$ cat config.mk
export PLATFORM = sky130hd
export DESIGN_NAME = alu_result_tx
export DESIGN_NICKNAME = d
export VERILOG_FILES = /design/src/rtl/alu_result_tx.sv
export SDC_FILE = /design/constraint.sdc
export NUM_CORES = 1
export LEC_CHECK = 0
export CAP_MARGIN = 5
export CORE_MARGIN = 1.5
export CORE_UTILIZATION = 25
export CTS_CLUSTER_SIZE = 40
export DETAILED_ROUTE_END_ITERATION = 16
export DONT_BUFFER_PORTS = 1
export HOLD_SLACK_MARGIN = 0.12
export PLACE_DENSITY = 0.49
export SLEW_MARGIN = 20
export SYNTH_ARGS = -nofsm -noshare
export SYNTH_HDL_FRONTEND = slang
export SYNTH_SLANG_ARGS = --single-unit
$ cat constraint.sdc
create_clock -name clk -period 2.27 [get_ports clk]
set_input_delay 0 -clock clk [delete_from_list [all_inputs] [get_ports clk]]
set_output_delay 0 -clock clk [all_outputs]
set_load 0.05 [all_outputs]
$ cat src/rtl/alu_result_tx.sv
// alu_result_tx: serial response transmitter for the ALU serial protocol.
//
// Accepts one result transaction per in_valid/in_ready handshake and sends it
// on sout as 11-bit frames: start(0), type(0=DATA,1=CTL), d[7:0] MSB first,
// stop(1). Each bit is held for CLKS_PER_BIT clk cycles. A normal response is
// four DATA frames (C[31:24] .. C[7:0]) followed by a CTL frame
// {0, flags, crc3}. An error response is a single CTL frame
// {1, err_flags, err_flags, parity}.
//
// Ports:
//   clk           system clock, rising edge
//   rst           synchronous reset, active-high
//   in_valid      transaction presented on in_*
//   in_ready      idle, a transaction can be accepted
//   in_err        send an error response (in_C / in_flags ignored)
//   in_err_flags  {ERR_DATA, ERR_CRC, ERR_OP}
//   in_C          32-bit ALU result
//   in_flags      {carry, overflow, zero, negative}
//   sout          serial output, idles high
//   busy          high while a response is being transmitted
//
// state | meaning
// IDLE  | sout high, in_ready high, waiting for in_valid
// SEND  | shifting out the frames of one response

module alu_result_tx #(
    parameter int unsigned CLKS_PER_BIT = 1
) (
    input  logic        clk,
    input  logic        rst,
    input  logic        in_valid,
    output logic        in_ready,
    input  logic        in_err,
    input  logic [2:0]  in_err_flags,
    input  logic [31:0] in_C,
    input  logic [3:0]  in_flags,
    output logic        sout,
    output logic        busy
);

    typedef enum logic {IDLE, SEND} state_t;

    localparam logic [3:0] DIV_LAST = 4'(CLKS_PER_BIT - 1);

    state_t      state, state_nx;
    logic [3:0]  div_cnt, div_nx;
    logic [3:0]  bit_idx, bit_nx;
    logic [2:0]  frame_idx, frame_nx;
    logic [10:0] shreg, shreg_nx;
    logic [10:0] first_frame, next_frame;
    logic [2:0]  frame_inc, last_frame;

    // C[31:24] goes out in the first frame straight from in_C, so only the
    // lower three bytes need holding.
    logic        err_q;
    logic [23:0] c_q;
    logic [3:0]  flags_q;
    logic [2:0]  crc_q;

    logic accept;
    assign accept = in_valid && (state == IDLE);

    // x^3+x+1, init 000, MSB first.
    function automatic logic [2:0] crc3(input logic [36:0] d);
        logic [2:0] r;
        logic       fb;
        r = 3'b000;
        for (int i = 36; i >= 0; i--) begin
            fb = r[2] ^ d[i];
            r  = {r[1:0], 1'b0} ^ {1'b0, fb, fb};
        end
        return r;
    endfunction

    function automatic logic [10:0] mk_frame(input logic typ, input logic [7:0] d);
        return {1'b0, typ, d, 1'b1};
    endfunction

    function automatic logic [7:0] err_byte(input logic [2:0] ef);
        logic [6:0] b;
        b = {1'b1, ef, ef};
        return {b, ^b};
    endfunction

    always_comb begin
        first_frame = in_err ? mk_frame(1'b1, err_byte(in_err_flags))
                             : mk_frame(1'b0, in_C[31:24]);
        frame_inc   = frame_idx + 3'd1;
        last_frame  = err_q ? 3'd0 : 3'd4;
        case (frame_inc)
            3'd1:    next_frame = mk_frame(1'b0, c_q[23:16]);
            3'd2:    next_frame = mk_frame(1'b0, c_q[15:8]);
            3'd3:    next_frame = mk_frame(1'b0, c_q[7:0]);
            default: next_frame = mk_frame(1'b1, {1'b0, flags_q, crc_q});
        endcase
    end

    always_ff @(posedge clk) begin
        if (rst) begin
            state     <= IDLE;
            div_cnt   <= '0;
            bit_idx   <= '0;
            frame_idx <= '0;
            shreg     <= '1;
        end else begin
            state     <= state_nx;
            div_cnt   <= div_nx;
            bit_idx   <= bit_nx;
            frame_idx <= frame_nx;
            shreg     <= shreg_nx;
        end
    end

    always_comb begin
        state_nx = state;
        div_nx   = div_cnt;
        bit_nx   = bit_idx;
        frame_nx = frame_idx;
        shreg_nx = shreg;
        sout     = 1'b1;
        busy     = 1'b0;
        in_ready = 1'b0;
        case (state)
            IDLE: begin
                in_ready = 1'b1;
                if (in_valid) begin
                    state_nx = SEND;
                    div_nx   = '0;
                    bit_nx   = '0;
                    frame_nx = '0;
                    shreg_nx = first_frame;
                end
            end
            SEND: begin
                sout = shreg[10];
                busy = 1'b1;
                if (div_cnt == DIV_LAST) begin
                    div_nx = '0;
                    if (bit_idx == 4'd10) begin
                        bit_nx = '0;
                        if (frame_idx == last_frame) begin
                            state_nx = IDLE;
                            frame_nx = '0;
                            shreg_nx = '1;
                        end else begin
                            frame_nx = frame_inc;
                            shreg_nx = next_frame;
                        end
                    end else begin
                        bit_nx   = bit_idx + 4'd1;
                        shreg_nx = {shreg[9:0], 1'b1};
                    end
                end else begin
                    div_nx = div_cnt + 4'd1;
                end
            end
            default: state_nx = IDLE;
        endcase
    end

    always_ff @(posedge clk) begin
        if (rst) begin
            err_q   <= 1'b0;
            c_q     <= '0;
            flags_q <= '0;
            crc_q   <= '0;
        end else if (accept) begin
            err_q   <= in_err;
            c_q     <= in_C[23:0];
            flags_q <= in_flags;
            crc_q   <= crc3({in_C, 1'b0, in_flags});
        end
    end

endmodule

==> run_results.csv, run 1 <==
group,metric,value,unit
global_route,antenna_found_initial,0,
setup_path,crit_path_start_kind,"flop",
setup_path,critical_path_required,2.51,ns
sta,hold_violations,0,
yosys,netlist_instances,365,
yosys,synth_nets,416,
cts,cts_tree,"yes",
place,io_buffers,0,
floorplan,num_io_pins,46,
sta,maxSlewViolCount,0,
global_route,grt_pass1_wl,14.0,mm
layout,nets,470,
power,total_power,2.44,mW
setup_path,r2r-start,"state$_SDFF_PP0_",
cts,htreeDepth,2,
setup_path,reg2reg_slack,0.25,ns
routing,wl_per_cell,15.3,um
floorplan,start_util,25.5,%
place,pre_cts_ws,0.290,ns
setup_path,path_max_fanout,31,
sta,clock-skew-final,0.00762,ns
sta,finalWorstSetupSlack,0.253,ns
cts,clk_pin_slew_worst_paths,0.07,ns
setup_path,endpoint,"flags_q[2]$_SDFFE_PP0P_",
place,finalWeightedCongestion,0.846,
sta,fmax,0.496,GHz
layout,area_delta_synth_final,31.0,%
layout,num_antenna_cells,0,
global_route,gr-total-overflow,0,
floorplan,num_rows,39,
setup_path,crit_chain,"buf_4 -> inv_1 -> nand2_1 -> buf_4 -> nand2_1 -> a21oi_1 -> dlygate4sd3_1",
yosys,synthFlopType,"dfxtp_1",
yosys,synth.distinct_cells,45,
sta,rsz0062_at_grt,"no",
cts,cts_buffers,5,
cts,clock_path_buffers,2,
sta,setup_viol_count_final,0,
layout,n_fill_cell,1202,
layout,drive_gt1_share,7.14,%
global_route,grtUsageTotal,14.3,%
cts,cts-root-buf,"clkbuf_16",
yosys,synth-async-reset-ratio,0,%
setup_path,r2r_end,"flags_q[2]$_SDFFE_PP0P_",
setup_path,slowest_delay,0.56,ns
sta,tightest_slew,0.554,ns
cts,cts_num_sinks,54,
routing,drtAntennaViolNets,0,
place,place_inst,500,
sta,period_share,88.8,%
layout,finalNonFillerCells,563,
setup_path,cp.arrival,2.26,ns
routing,first_pass_iters,4,
routing,drc,0,
min_path,hold_path_class,"input port to flop",
job,max_cap_violations,0,
setup_path,crit_path_top_delay_cell,"dlygate4sd3_1",
place,hpwl,6.03,mm
cts,clk_latency,0.29,ns
power,cellPowerDensity,644,nW/um2
floorplan,coreArea,11400,um2
yosys,avgSynthCellArea,7.93,um2
power,power_leakage,1.46,nW
yosys,synth_edf_count,0,
setup_path,crit_type,"flop to flop",
global_route,grt_pass1_vias,2668,
setup_path,cp-startpoint,"state$_SDFF_PP0_",
yosys,synth-seq-area-share,37.3,%
yosys,ys_ff_latch,54,
yosys,yosysWarnings,0,
cts,cts_resized,0,
setup_path,worstSetupEndpointType,"flop",
routing,via_count,2719,
setup_path,worst_r2r_path_depth,7,
routing,viasPerCell,4.83,
routing,drt-initial-drc-count,132,
floorplan,die_width,111,um
sta,fin_setup_tns,0,ns
floorplan,dieArea,12200,um2
yosys,syn_area,2900,um2
outcome,status,"complete, no violations",
routing,postRouteWirelength,8.61,mm
sta,relSlewSlack,62.8,%
sta,fin_crit,2.02,ns
floorplan,die_h,111,um
power,vdd_drop_max,349,uV
global_route,grt_start_max_net_pins,47,
metrics by stage:
| step | area, um2 | hold WS [ns] | util [%] |
|---|---|---|---|
| global placement | 3090 | 0.0759 | 27.1 |
| CTS | 3790 | 0.123 | 33.4 |
| global route | 3790 | 0.153 | 33.4 |
| finish | 3790 | 0.127 | 33.4 |
| detailed placement | 3090 | 0.0796 | 27.1 |
| floorplan | 2900 | 0.136 | - |
placed cells by master, fill, tap and decap left out, drive strengths merged, types with 2 or more instances in the layout:
master | netlist | routed
o22ai | 6 | 6
inv | 7 | 7
a31oi | 6 | 6
and3 | 2 | 2
clkinv | 0 | 2
nand2b | 2 | 2
nor2 | 28 | 28
xor2 | 9 | 9
ha | 8 | 8
dlygate4sd3 | 0 | 54
xnor3 | 2 | 2
buf | 1 | 12
mux2i | 5 | 5
o31ai | 3 | 3
a22oi | 6 | 6
clkbuf | 18 | 5
xnor2 | 30 | 30
nand3 | 3 | 3
o21ai | 15 | 15
nand3b | 2 | 2
a222oi | 2 | 2
a211o | 2 | 2
nor3 | 6 | 6
nand2 | 82 | 82
dfxtp | 54 | 54
a21oi | 51 | 51
registers in the layout, indices dropped and copies added (netlist names):
name / count
err_q: 1
state: 1
flags_q: 4
shreg: 10
c_q: 24
div_cnt: 4
bit_idx: 4
crc_q: 3
frame_idx: 3
layer usage:
| layer | global-route usage [%] | vias up | share of wire [%] | wire length (um) |
|---|---|---|---|---|
| li1 | - | 1362 | - | - |
| met1 | 20.1 | 1285 | 48 | 4100 |
| met2 | 22.3 | 65 | 46 | 3920 |
| met3 | 3.51 | 7 | 5.9 | 508 |
| met4 | 2.99 | 0 | 0.95 | 82 |
| met5 | 0 | - | 0 | 0 |
cells in the mapped netlist, types with 7 or more instances:
cell | number | area (um2)
clkbuf_1 | 18 | 67.6
xnor2_1 | 26 | 228
ha_1 | 8 | 100
inv_1 | 7 | 26.3
a21oi_1 | 51 | 255
o21ai_0 | 14 | 70.1
nand2_1 | 82 | 308
nor2_1 | 27 | 101
dfxtp_1 | 54 | 1080
xor2_1 | 8 | 70.1
repair_timing:
| item | 4_1_cts | 5_1_grt |
|---|---|---|
| hold endpoints to repair | 54 | 0 |
| hold buffers | 55 | 0 |
| setup buffers | 0 | 0 |
power breakdown:
group / total (mW) / switching, mW / internal [mW]
clock network: 0.779 / 0.369 / 0.410
logic: 0.613 / 0.294 / 0.319
registers: 1.05 / 0.0412 / 1.01
total: 2.44 / 0.704 / 1.74
worst max-delay path: cells and delay by family, from the launching register on:
family / cells / cell delay, ns
AOI/OAI and AO/OA: 1 / 0.15
buffers and inverters: 4 / 1.28
DFF: 1 / 0.35
and+or+nand+nor: 2 / 0.19
area by class of cell:
| cell class | count | area [um2] | area share [%] |
|---|---|---|---|
| Timing Repair Buffer | 66 | 643 | 17.0 |
| Clock inverter | 3 | 21.3 | 0.561 |
| Tap cell | 143 | 179 | 4.72 |
| Clock buffer | 5 | 125 | 3.30 |
| Inverter | 7 | 26.3 | 0.693 |
| Sequential cell | 54 | 1080 | 28.5 |
| Multi-Input combinational cell | 285 | 1720 | 45.3 |
kinds of logic after synthesis:
| logic type | after synthesis | synth area share, % |
|---|---|---|
| simple gates | 132 | 19.1 |
| compound gates | 99 | 20.3 |
| flops | 54 | 37.3 |
| xor+xnor | 41 | 14.7 |
| buf+inv | 26 | 3.41 |
| fa+ha+maj | 8 | 3.46 |
| mux | 5 | 1.73 |
how the worst min path moves through the flow:
stage	start	end	slack [ns]	cells past startpoint
after detailed placement	rst	bit_idx[2]$_SDFFE_PP0P_	0.08	1
after global placement	rst	div_cnt[2]$_SDFFE_PP0P_	0.08	1
after CTS	in_err	shreg[9]$_SDFFE_PP1P_	0.12	3
final	in_err	shreg[8]$_SDFFE_PP1P_	0.13	4
after floorplan	in_C[0]	c_q[0]$_SDFFE_PP0P_	0.14	2
after global routing	in_C[30]	shreg[7]$_SDFFE_PP1P_	0.15	3
(Power assumes the default switching activity.)
==> inputs of run 2 (changes only) <==
- clock period: 2.27 -> 2 ns (I/O delays scaled with it)
==> run_results.csv, run 2 (same netlist as run 1, synthesis figures left out) <==
group,metric,value,unit
sta,setup_viol_count_final,0,
sta,period_share,94.4,%
floorplan,start_util,25.5,%
sta,relSlewSlack,65.4,%
setup_path,worstSetupEndpointType,"flop",
layout,mostFrequentLayoutCell,"nand2_1",
cts,cts_buffers,5,
cts,cts_tree,"yes",
setup_path,r2r-start,"frame_idx[0]$_SDFFE_PP0P_",
layout,n_fill_cell,1194,
cts,cts_num_sinks,54,
cts,clk_pin_slew_worst_paths,0.07,ns
layout,regMostFlops,"c_q",
layout,fin_util,32.9,%
global_route,grt_pass1_vias,2702,
power,total_power,2.80,mW
floorplan,die_h,111,um
setup_path,cp.arrival,2.08,ns
routing,first_pass_iters,4,
sta,fin_setup_tns,0,ns
routing,via_count,2694,
min_path,min-delay-start,"in_C[30]",
power,vdd_drop_max,396,uV
power,power_leakage,1.41,nW
sta,clock-skew-final,0.00583,ns
setup_path,crit_type,"flop to flop",
sta,hold_violations,0,
floorplan,num_rows,39,
place,finalWeightedCongestion,0.845,
cts,cts-root-buf,"clkbuf_16",
floorplan,die_width,111,um
outcome,status,"complete, no violations",
floorplan,num_io_pins,46,
sta,tightest_slew,0.518,ns
place,io_buffers,0,
layout,finalInstanceArea,3740,um2
setup_path,critical_path_required,2.19,ns
setup_path,cp-startpoint,"frame_idx[0]$_SDFFE_PP0P_",
global_route,antenna_found_initial,0,
sta,fmax,0.530,GHz
cts,clock_path_buffers,2,
place,post_dp_cell_area,3110,um2
global_route,grt_start_max_net_pins,47,
sta,fin_crit,1.89,ns
layout,area_delta_synth_final,29.2,%
sta,whs,0.128,ns
routing,drc,0,
routing,wl_per_cell,15.5,um
global_route,gr-total-overflow,0,
layout,mostFrequentLayoutCells,"nand2_1 (82), dfxtp_1 (53), a21oi_1 (51), dlygate4sd3_1 (44), nor2_1 (27)",
setup_path,crit_path_start_kind,"flop",
global_route,grtUsageTotal,14.5,%
routing,postRouteWirelength,8.63,mm
layout,drive_gt1_share,8.72,%
floorplan,coreArea,11400,um2
job,max_cap_violations,0,
min_path,hold_path_class,"input port to flop",
routing,drtAntennaViolNets,0,
layout,largest_reg_flops,24,
cts,post_cts_buffers,0,
sta,maxSlewViolCount,0,
layout,num_antenna_cells,0,
layout,nets,463,
routing,drt-initial-drc-count,150,
setup_path,path_max_fanout,7,
power,cellPowerDensity,749,nW/um2
layout,largest_registers,"c_q: 24 flops, shreg: 10 flops",
floorplan,dieArea,12200,um2
cts,htreeDepth,2,
sta,rsz0062_at_grt,"no",
routing,viasPerCell,4.85,
global_route,grt_pass1_wl,14.0,mm
place,hpwl,6.24,mm
cts,clk_latency,0.30,ns
==> run 2: cell types whose count changed in the layout (fill, tap and decap cells not counted), sizes merged <==
cell         previous run  this run
dlygate4sd3            54        44
buf                    12        15
clkbuf                  5         6
inv                     7         6
==> run 2: final cells by class <==
class,count,area [um2],area share [%]
clock buffers,6,139,3.71
well taps,143,179,4.78
flip-flops and latches,54,1080,29.0
repair buffers,59,566,15.1
multi-input cells,285,1730,46.1
clock inverters,2,17.5,0.468
inverters,7,30.0,0.803
==> run 2: metal layers <==
layer	global-route usage (%)	part of all wire, %
met5	0	0
met3	3.40	5.1
met4	3.59	1.2
met1	19.5	47
met2	23.4	46
==> run 2: power by group <==
group | switching, mW | total (mW) | leakage (nW) | internal [mW]
sequential | 0.0517 | 1.20 | 0.444 | 1.15
clock | 0.417 | 0.921 | 0.0770 | 0.504
combinational | 0.327 | 0.681 | 0.892 | 0.353
==> run 2: path summary, 6_finish.rpt <==
check / end / slack (ns) / depth (start not counted)
worst max-delay path: shreg[7]$_SDFFE_PP1P_ / 0.11 / 8
worst min-delay path: shreg[7]$_SDFFE_PP1P_ / 0.13 / 3
worst max register to register: shreg[7]$_SDFFE_PP1P_ / 0.11 / 8
worst min register to register: crc_q[2]$_SDFFE_PP0P_ / 0.46 / 2
==> run 2: critical path: stages (launching register included) <==
cell	delay [ns]
dfxtp_1	0.40
inv_1	0.08
ha_1	0.30
buf_4	0.19
a22oi_1	0.18
o2bb2ai_1	0.10
o22ai_1	0.15
a221oi_1	0.10
a211o_1	0.28
==> run 2: timing repair <==
action                                  CTS  global route
hold endpoints to repair                 53             0
hold buffers                             45             0
endpoints found under the setup margin    0             3
gates resized for setup                   0             3
==> run 2: per-stage QoR <==
| step | std cells | setup WS, ns |
|---|---|---|
| floorplan | 365 | 0.136 |
| global placement | 503 | 0.191 |
| detailed placement | 503 | 0.113 |
| CTS | 556 | 0.106 |
| global route | 556 | 0.00739 |
| finish | 556 | 0.113 |
==> inputs of run 3 (changes only) <==
- CELL_PAD_IN_SITES_DETAIL_PLACEMENT: default -> 0
- CELL_PAD_IN_SITES_GLOBAL_PLACEMENT: default -> 1
- PLACE_DENSITY: 0.49 -> 0.59
==> run_results.csv, run 3 (same netlist as run 1, synthesis figures left out) <==
group,metric,value,unit
layout,num_antenna_cells,0,
sta,period_share,92.2,%
routing,viasPerCell,4.77,
power,p_sw,0.787,mW
global_route,grt_pass1_vias,2569,
global_route,grtUsageTotal,14.4,%
floorplan,die_h,111,um
setup_path,crit_type,"flop to flop",
floorplan,die_width,111,um
setup_path,cp.arrival,2.03,ns
setup_path,crit_path_start_kind,"flop",
floorplan,num_io_pins,46,
floorplan,dieArea,12200,um2
setup_path,crit_family,"compound AO/OA/AOI/OAI gates",
layout,mostFrequentLayoutCells,"nand2_1 (82), dfxtp_1 (53), a21oi_1 (50), dlygate4sd3_1 (43), nor2_1 (27)",
setup_path,crit_chain,"inv_1 -> ha_2 -> buf_4 -> a22oi_1 -> o2bb2ai_1 -> o22ai_1 -> a221oi_1 -> a211o_1",
sta,setup_viol_count_final,0,
layout,regMostFlops,"c_q",
power,power_leakage,1.43,nW
layout,finalInstanceArea,3770,um2
sta,clock-skew-final,0.0100,ns
floorplan,num_rows,39,
power,swShare,27.4,%
sta,maxSlewViolCount,0,
cts,clk_latency,0.30,ns
global_route,grt_pass1_wl,14.0,mm
routing,first_pass_iters,6,
cts,cts_buffers,5,
setup_path,critical_path_required,2.19,ns
setup_path,path_max_fanout,7,
cts,htreeDepth,2,
power,cellPowerDensity,762,nW/um2
floorplan,coreArea,11400,um2
power,p_seq_share,41.6,%
sta,tightest_slew,0.534,ns
power,total_power,2.88,mW
routing,wl_per_cell,15.8,um
global_route,antenna_found_initial,0,
layout,drive_gt1_share,9.47,%
outcome,status,"complete, no violations",
setup_path,crit_path_top_delay_cell,"dfxtp_1",
sta,hold_violations,0,
global_route,grt_start_max_net_pins,47,
sta,rsz0062_at_grt,"no",
power,p_comb_share,24.0,%
routing,drtAntennaViolNets,0,
layout,nets,463,
job,max_cap_violations,0,
place,finalWeightedCongestion,0.774,
sta,finalWorstSetupSlack,0.156,ns
routing,drt-initial-drc-count,133,
min_path,hold_path_class,"input port to flop",
setup_path,path_buf_inv,2,
routing,via_count,2649,
sta,fin_crit,1.84,ns
cts,cts_tree,"yes",
power,p_clk_share,34.4,%
place,post_dp_cell_area,3110,um2
sta,relSlewSlack,64.1,%
cts,clock_path_buffers,2,
cts,cts_num_sinks,54,
layout,mostFrequentLayoutCell,"nand2_1",
setup_path,slowest_delay,0.40,ns
layout,largest_registers,"c_q: 24 flops, shreg: 10 flops",
floorplan,start_util,25.5,%
setup_path,worstSetupEndpointType,"flop",
power,vdd_drop_max,334,uV
global_route,gr-total-overflow,0,
place,pre_cts_ws,-0.0168,ns
power,intPower,2.09,mW
cts,clk_pin_slew_worst_paths,0.07,ns
cts,cts-root-buf,"clkbuf_16",
routing,postRouteWirelength,8.76,mm
routing,drc,0,
sta,fmax,0.542,GHz
place,io_buffers,0,
layout,largest_reg_flops,24,
place,hpwl,6.31,mm
layout,n_fill_cell,1239,
layout,area_delta_synth_final,30.3,%
## run 3: power groups by stage
| stage | clock [mW] | sequential, mW | combinational (mW) |
|---|---|---|---|
| floorplan | 0 | 1.20 | 0.498 |
| global placement | 0 | 1.22 | 0.588 |
| detailed placement | 0 | 1.22 | 0.592 |
| CTS | 1.02 | 1.20 | 0.692 |
| global route | 1.06 | 1.21 | 0.766 |
| finish | 0.989 | 1.20 | 0.690 |
## run 3: worst paths after layout
check / startpoint / endpoint / slack [ns] / cells past startpoint
hold reg to reg: c_q[12]$_SDFFE_PP0P_ / c_q[12]$_SDFFE_PP0P_ / 0.46 / 2
setup reg to reg: frame_idx[0]$_SDFFE_PP0P_ / shreg[7]$_SDFFE_PP1P_ / 0.16 / 8
setup / recovery: frame_idx[0]$_SDFFE_PP0P_ / shreg[7]$_SDFFE_PP1P_ / 0.16 / 8
hold / removal: in_err / shreg[8]$_SDFFE_PP1P_ / 0.14 / 4
## run 3: cell type report
cell class | instances | area, um2 | share of cell area [%]
sequential | 54 | 1080 | 28.8
timing repair buffer | 59 | 567 | 15.0
clock buffer | 5 | 125 | 3.32
inverter | 7 | 30.0 | 0.796
tap | 143 | 179 | 4.74
clock inverter | 2 | 38.8 | 1.03
multi-input combinational | 285 | 1750 | 46.3
## run 3: metrics by stage
stage	setup TNS [ns]	hold WS [ns]	instances	utilization (%)
finish	0	0.138	555	33.2
global route	0	0.163	555	33.2
CTS	0	0.121	554	32.9
detailed placement	-0.0168	0.0777	503	27.4
global placement	0	0.0753	503	27.4
floorplan	0	0.136	365	-
## run 3: timing repair
item                       4_1_cts  5_1_grt
pin swaps                        0        1
hold endpoints to repair        54        0
buffers inserted                 0        1
hold buffers                    44        0
gates resized for setup          1        7
setup endpoints to repair        1        8
## run 3: worst register-to-register path, delay by kind of cell (launching register included)
| family | cells | cell delay (ns) |
|---|---|---|
| fa+ha+maj | 1 | 0.23 |
| compound gates | 5 | 0.86 |
| flops | 1 | 0.40 |
| buf+inv | 2 | 0.25 |
## run 3: per-layer routing
metal  wire length (um)  up-vias  global-route usage [%]  share of wire [%]
li1                   -     1349                       -                  -
met1               4320     1224                    20.7                 49
met2               3960       69                    22.2                 45
met3                416        7                    3.24                4.7
met4                 63        0                    2.82               0.72
met5                  0        -                       0                  0
